$ cat config.mk
export PLATFORM = sky130hd
export DESIGN_NAME = tt_um_clk_div_prog
export DESIGN_NICKNAME = d
export VERILOG_FILES = /design/src/rtl/clkdiv_pkg.sv /design/src/rtl/clkdiv_chan.sv /design/src/rtl/tt_um_clk_div_prog.sv
export SDC_FILE = /design/constraint.sdc
export NUM_CORES = 1
export LEC_CHECK = 0
export ABC_AREA = 1
export CORE_MARGIN = 8
export CORE_UTILIZATION = 60
export CTS_CLUSTER_SIZE = 40
export DETAILED_ROUTE_END_ITERATION = 12
export PLACE_DENSITY = 0.8
export SLEW_MARGIN = 20
export SYNTH_ARGS = -nofsm -noshare
export SYNTH_HDL_FRONTEND = slang
export SYNTH_SLANG_ARGS = --single-unit
$ cat constraint.sdc
create_clock -name clk -period 6.75 [get_ports clk]
set_clock_uncertainty 0.1 [all_clocks]
set_input_delay 1.0125 -clock clk [delete_from_list [all_inputs] [get_ports clk]]
set_output_delay 1.0125 -clock clk [all_outputs]
set_load 0.01 [all_outputs]
$ cat src/rtl/clkdiv_pkg.sv
// Shared constants and helpers for the programmable clock-enable divider.
package clkdiv_pkg;

  // Divisor every channel starts with after reset
  localparam int unsigned CLKDIV_DIV_RST = 2;

  // High-phase length of a period of d cycles: ceil(d/2)
  function automatic int unsigned clkdiv_half(input int unsigned d);
    return (d + 1) / 2;
  endfunction

  // Channel-select width: max(1, clog2(n))
  function automatic int unsigned clkdiv_ch_w(input int unsigned n);
    return (n > 1) ? $clog2(n) : 1;
  endfunction

endpackage

$ cat src/rtl/clkdiv_chan.sv
// One divider channel: period counter, shadow divisor with pending flag,
// registered level and tick outputs. The new ratio only lands on a wrap so
// an output period is never cut short.
module clkdiv_chan
  import clkdiv_pkg::*;
#(
  parameter int unsigned DIV_W = 8
) (
  input  logic             clk,
  input  logic             rst_n,
  input  logic             ena,
  input  logic             wr,
  input  logic [DIV_W-1:0] wr_div,
  output logic             pend,
  output logic             clk_div,
  output logic             tick,
  output logic             clk_div_nxt_c
);

  logic [DIV_W-1:0] div_r, cnt, shadow;
  logic [DIV_W-1:0] div_n, cnt_n, shadow_n, cnt_step;
  logic [DIV_W:0]   half;
  logic             pend_n, tick_n, wrap;

  // Next-state: count, wrap detection, deferred ratio update
  always_comb begin
    div_n         = div_r;
    cnt_n         = cnt;
    shadow_n      = shadow;
    pend_n        = pend;
    tick_n        = 1'b0;
    clk_div_nxt_c = clk_div;
    cnt_step      = (cnt == div_r - DIV_W'(1)) ? '0 : cnt + DIV_W'(1);
    wrap          = (cnt_step == '0);
    half          = (DIV_W+1)'(clkdiv_half(32'(div_r)));

    if (div_r == '0) begin
      // Channel off: everything parked at 0; a pending ratio lands immediately
      cnt_n         = '0;
      clk_div_nxt_c = 1'b0;
      if (pend) begin
        div_n  = shadow;
        pend_n = 1'b0;
      end
    end else if (ena) begin
      cnt_n         = cnt_step;
      tick_n        = wrap;
      clk_div_nxt_c = ({1'b0, cnt_step} < half);
      if (pend && wrap) begin
        div_n  = shadow;
        cnt_n  = '0;
        pend_n = 1'b0;
      end
    end

    // Writes are only accepted while nothing is pending
    if (wr) begin
      shadow_n = wr_div;
      pend_n   = 1'b1;
    end
  end

  // State and output registers
  always_ff @(posedge clk or negedge rst_n) begin
    if (!rst_n) begin
      div_r   <= DIV_W'(CLKDIV_DIV_RST);
      cnt     <= '0;
      shadow  <= '0;
      pend    <= 1'b0;
      clk_div <= 1'b0;
      tick    <= 1'b0;
    end else begin
      div_r   <= div_n;
      cnt     <= cnt_n;
      shadow  <= shadow_n;
      pend    <= pend_n;
      clk_div <= clk_div_nxt_c;
      tick    <= tick_n;
    end
  end

endmodule

$ cat src/rtl/tt_um_clk_div_prog.sv
// Programmable multi-channel clock-enable divider.
// Optional feature macro: CLKDIV_COMBINE_EN builds the registered AND-combine
// output Y; without it Y is tied low.
module tt_um_clk_div_prog
  import clkdiv_pkg::*;
#(
  parameter int unsigned CHANNELS = 4,
  parameter int unsigned DIV_W = 8,
  parameter logic [CHANNELS-1:0] COMB_MASK = CHANNELS'(4'b0101),
  localparam int unsigned CH_W = clkdiv_ch_w(CHANNELS)
) (
  input  logic                clk,
  input  logic                rst_n,
  input  logic                ena,
  input  logic                cfg_valid,
  output logic                cfg_ready,
  input  logic [CH_W-1:0]     cfg_chan,
  input  logic [DIV_W-1:0]    cfg_div,
  output logic [CHANNELS-1:0] clk_div,
  output logic [CHANNELS-1:0] tick,
  output logic                Y
);

  logic [CHANNELS-1:0] pend;
  logic [CHANNELS-1:0] clk_div_nxt;

  for (genvar i = 0; i < CHANNELS; i++) begin : g_chan
    logic wr;
    assign wr = cfg_valid && (cfg_chan == CH_W'(i)) && !pend[i];

    clkdiv_chan #(.DIV_W(DIV_W)) u_chan (
      .clk           (clk),
      .rst_n         (rst_n),
      .ena           (ena),
      .wr            (wr),
      .wr_div        (cfg_div),
      .pend          (pend[i]),
      .clk_div       (clk_div[i]),
      .tick          (tick[i]),
      .clk_div_nxt_c (clk_div_nxt[i])
    );
  end

  // Ready follows the selected channel; out-of-range selects always accept
  always_comb begin
    cfg_ready = 1'b1;
    for (int unsigned i = 0; i < CHANNELS; i++) begin
      if (cfg_chan == CH_W'(i)) cfg_ready = !pend[i];
    end
  end

`ifdef CLKDIV_COMBINE_EN
  // Combine register sees the same next levels that clk_div is about to take
  always_ff @(posedge clk or negedge rst_n) begin
    if (!rst_n) Y <= 1'b0;
    else        Y <= (COMB_MASK != '0) && (&(clk_div_nxt | ~COMB_MASK));
  end
`else
  logic unused_comb;
  assign unused_comb = ^{clk_div_nxt, COMB_MASK};
  assign Y = 1'b0;
`endif

endmodule

==> results.md <==
* FMAX at 273.9 MHz
* CTS tree: yes
* First-pass GRT wire length at 27,820 um
* Yosys warns at 0
* Routed wire per std cell at 13.53 um
* Pins Over Slew Limit at 0
* Port bufs at 22
* Crit path launch type: input pin
* All-Layer GR Usage at 20.75%
* Syn Inst Count at 1,031
* Fin util at 64.97%
* Worst Reg-to-Reg Cells at 17
* Dpl hpwl at 12,470 um
* CTS Buffer Depth at 2
* Synth Flop Type: dfrtp_1
* Unique masters post-synth at 47
* CP Max Fanout at 3
* Layout cells sized above 1 at 7.841%
* Worst-margin pin slew at 0.8689 ns
* Fill cells at 1,141
* Worst-Skew Late Latency at 0.35 ns
* Status: finished, final reports clean
* Final period util at 54.09%
* Relative slew slack at 42.07%
* Drt initial violations at 465
* Diode count at 0
* Hold endpoint: g_chan[0].u_chan.shadow[5]
* Total I/O pin count at 24
* Post-synth top cells: 280 x nand2_1, 121 x inv_1, 104 x dfrtp_1
* Reg2reg start: g_chan[3].u_chan.div_r[1]
* Vias per cell at 5.356
* Required @ worst endpoint at 5.64 ns
* Syn Nets at 1,089
* DR vias at 6,454
* Share of the synthesized area in the top cell type at 33.99%
* Die width at 129.0 um
* DRC viols at 0
* Count leader, synth: nand2_1
* Seq/Total Area, Yosys at 35.37%
* Syn_area_per_cell at 7.426 sq um
* Sink Count at 108
* Power per cell area at 419.0 nW/um^2
* Clock period minus worst slack at 3.651 ns
* Cell taking the most area after synthesis: dfrtp_1
* Hold Crit Start: g_chan[0].u_chan.shadow[5]
* Total gr overflow at 0
* # hold bufs at CTS at 0
* Critical path arrival at 2.54 ns
* Fin nets at 1,086
* CTS Buf Count at 9
* Pin count of the biggest net entering global routing at 72
* Max Cap Violations at 0
* RSZ-0062 raised after global routing: no
* Synth-to-Final Area Change at 6.227%
* Setup TNS Final at 0 ns
* Worst hold path class: reg -> reg
* P_leak at 4.305 nW
* Post-Route WL at 16,300 um
* Maximum VDD drop at 0.0002138 V
* Seq cells post-synth at 108
* Hold depth at 2
* Netlist Area Pre-Place at 7656 sq um
* Reg2reg end: g_chan[3].u_chan.clk_div
* Antenna Nets Post-Route at 0
* Top post-synthesis cells by area: dfrtp_1 34%, nand2_1 14%, ha_1 7.2%
* Final setup vio count at 0
* Gp weighted congestion at 0.8905
* R2R Setup Slk at 3.55 ns
* CTS root buffer: clkbuf_16
* Row cnt at 41
* CP Class: in -> out
* EDFF count, synth at 0
* Pwr Total at 0.003408 W
* CTS clk-pin slew, worst paths at 0.07 ns
* Final Hold Fails at 0
* Vias in the first global route at 5,918
* Initial core utilization at 61.17%
* Initial antenna violation count at 0
* H-tree depth at 3
* CTS resizes at 0
* Die ar. at 16,630 sq um
* Ys async rst share at 100.0%
* Die height at 129.0 um
* DR pass1 iterations at 5
* Setup Buffers After CTS at 0
* Critical Path End Type: output port
* Core Region at 12,520 sq um
* Hold slack final at 0.3886 ns
-- report_power, final --
group	switching, W	leakage [nW]	total, W	internal [W]
registers	0.000302	1.39	0.00118	0.000877
clock network	0.000249	0.126	0.000503	0.000254
logic	0.00106	2.79	0.00173	0.000667
-- kinds of logic (layout without fill, tap and decap cells) --
logic type      Yosys count  count (layout)  synth area share, %
simple gates            530             530                32.21
buf+inv                 178             180                10.13
compound gates          115             115                8.760
flops                   108             108                35.37
xor+xnor                 55              55                6.292
fa+ha+maj                44              44                7.191
other cells               1               1              0.04898
-- cell usage in the layout, fill, tap and decap left out, types with 14 or more instances in the layout --
cell type and n:
clkdlybuf4s50_1 21, ha_1 44, nand3_1 102, o21ai_0 71, inv_2 17, xor2_1 41
inv_1 121, nand2_1 280, xnor2_1 14, nand4_1 22, dfrtp_1 104, nor3_1 14
nor2_1 64
-- state kept, by name, indices dropped and copies added (netlist names) --
signal / cells
g_chan.u_chan.clk_div: 4
g_chan.u_chan.cnt: 32
g_chan.u_chan.shadow: 32
g_chan.u_chan.tick: 4
g_chan.u_chan.div_r: 32
g_chan.u_chan.pend: 4
-- layer usage --
layer / share of wire (%) / wire length, um / up-vias / global-route usage, %
met5: 0 / 0 / - / 0
met4: 2.0 / 332 / 0 / 7.602
met3: 3.8 / 613 / 22 / 3.062
met2: 45 / 7299 / 102 / 32.60
met1: 49 / 8055 / 3011 / 28.47
li1: - / - / 3319 / -
-- per-stage QoR --
step | setup slack, ns | area, sq um | std cells
global route | 2.962 | 8133 | 1205
finish | 3.099 | 8133 | 1205
floorplan | 3.919 | 7656 | 1031
CTS | 3.097 | 8133 | 1205
global placement | 3.149 | 7855 | 1189
detailed placement | 3.110 | 7855 | 1189
-- critical path: stages --
cell             delay, ns
clkdlybuf4s50_1       0.51
inv_1                 0.07
nor3_1                0.20
o31ai_1               0.10
o21ai_0               0.08
clkdlybuf4s50_1       0.56
-- final cells by class --
| type | count | area [sq um] | area share [%] |
|---|---|---|---|
| Clock buffer | 10 | 229.0 | 2.815 |
| Clock inverter | 6 | 48.80 | 0.6000 |
| Inverter | 140 | 526.8 | 6.477 |
| Multi-Input combinational cell | 745 | 4173 | 51.31 |
| Sequential cell | 108 | 2708 | 33.29 |
| Tap cell | 172 | 215.2 | 2.646 |
| Timing Repair Buffer | 24 | 232.7 | 2.862 |
-- worst max path at each step --
stage | cells after the start | slack [ns] | endpoint | start
final | 6 | 3.10 | cfg_ready | cfg_chan[1]
after global routing | 6 | 2.96 | cfg_ready | cfg_chan[1]
after CTS | 6 | 3.10 | cfg_ready | cfg_chan[1]
after detailed placement | 6 | 3.11 | cfg_ready | cfg_chan[1]
after global placement | 6 | 3.15 | cfg_ready | cfg_chan[1]
after floorplan | 18 | 3.92 | g_chan[3].u_chan.clk_div | g_chan[3].u_chan.div_r[1]
Note: power is estimated with default switching activity, not from simulation.
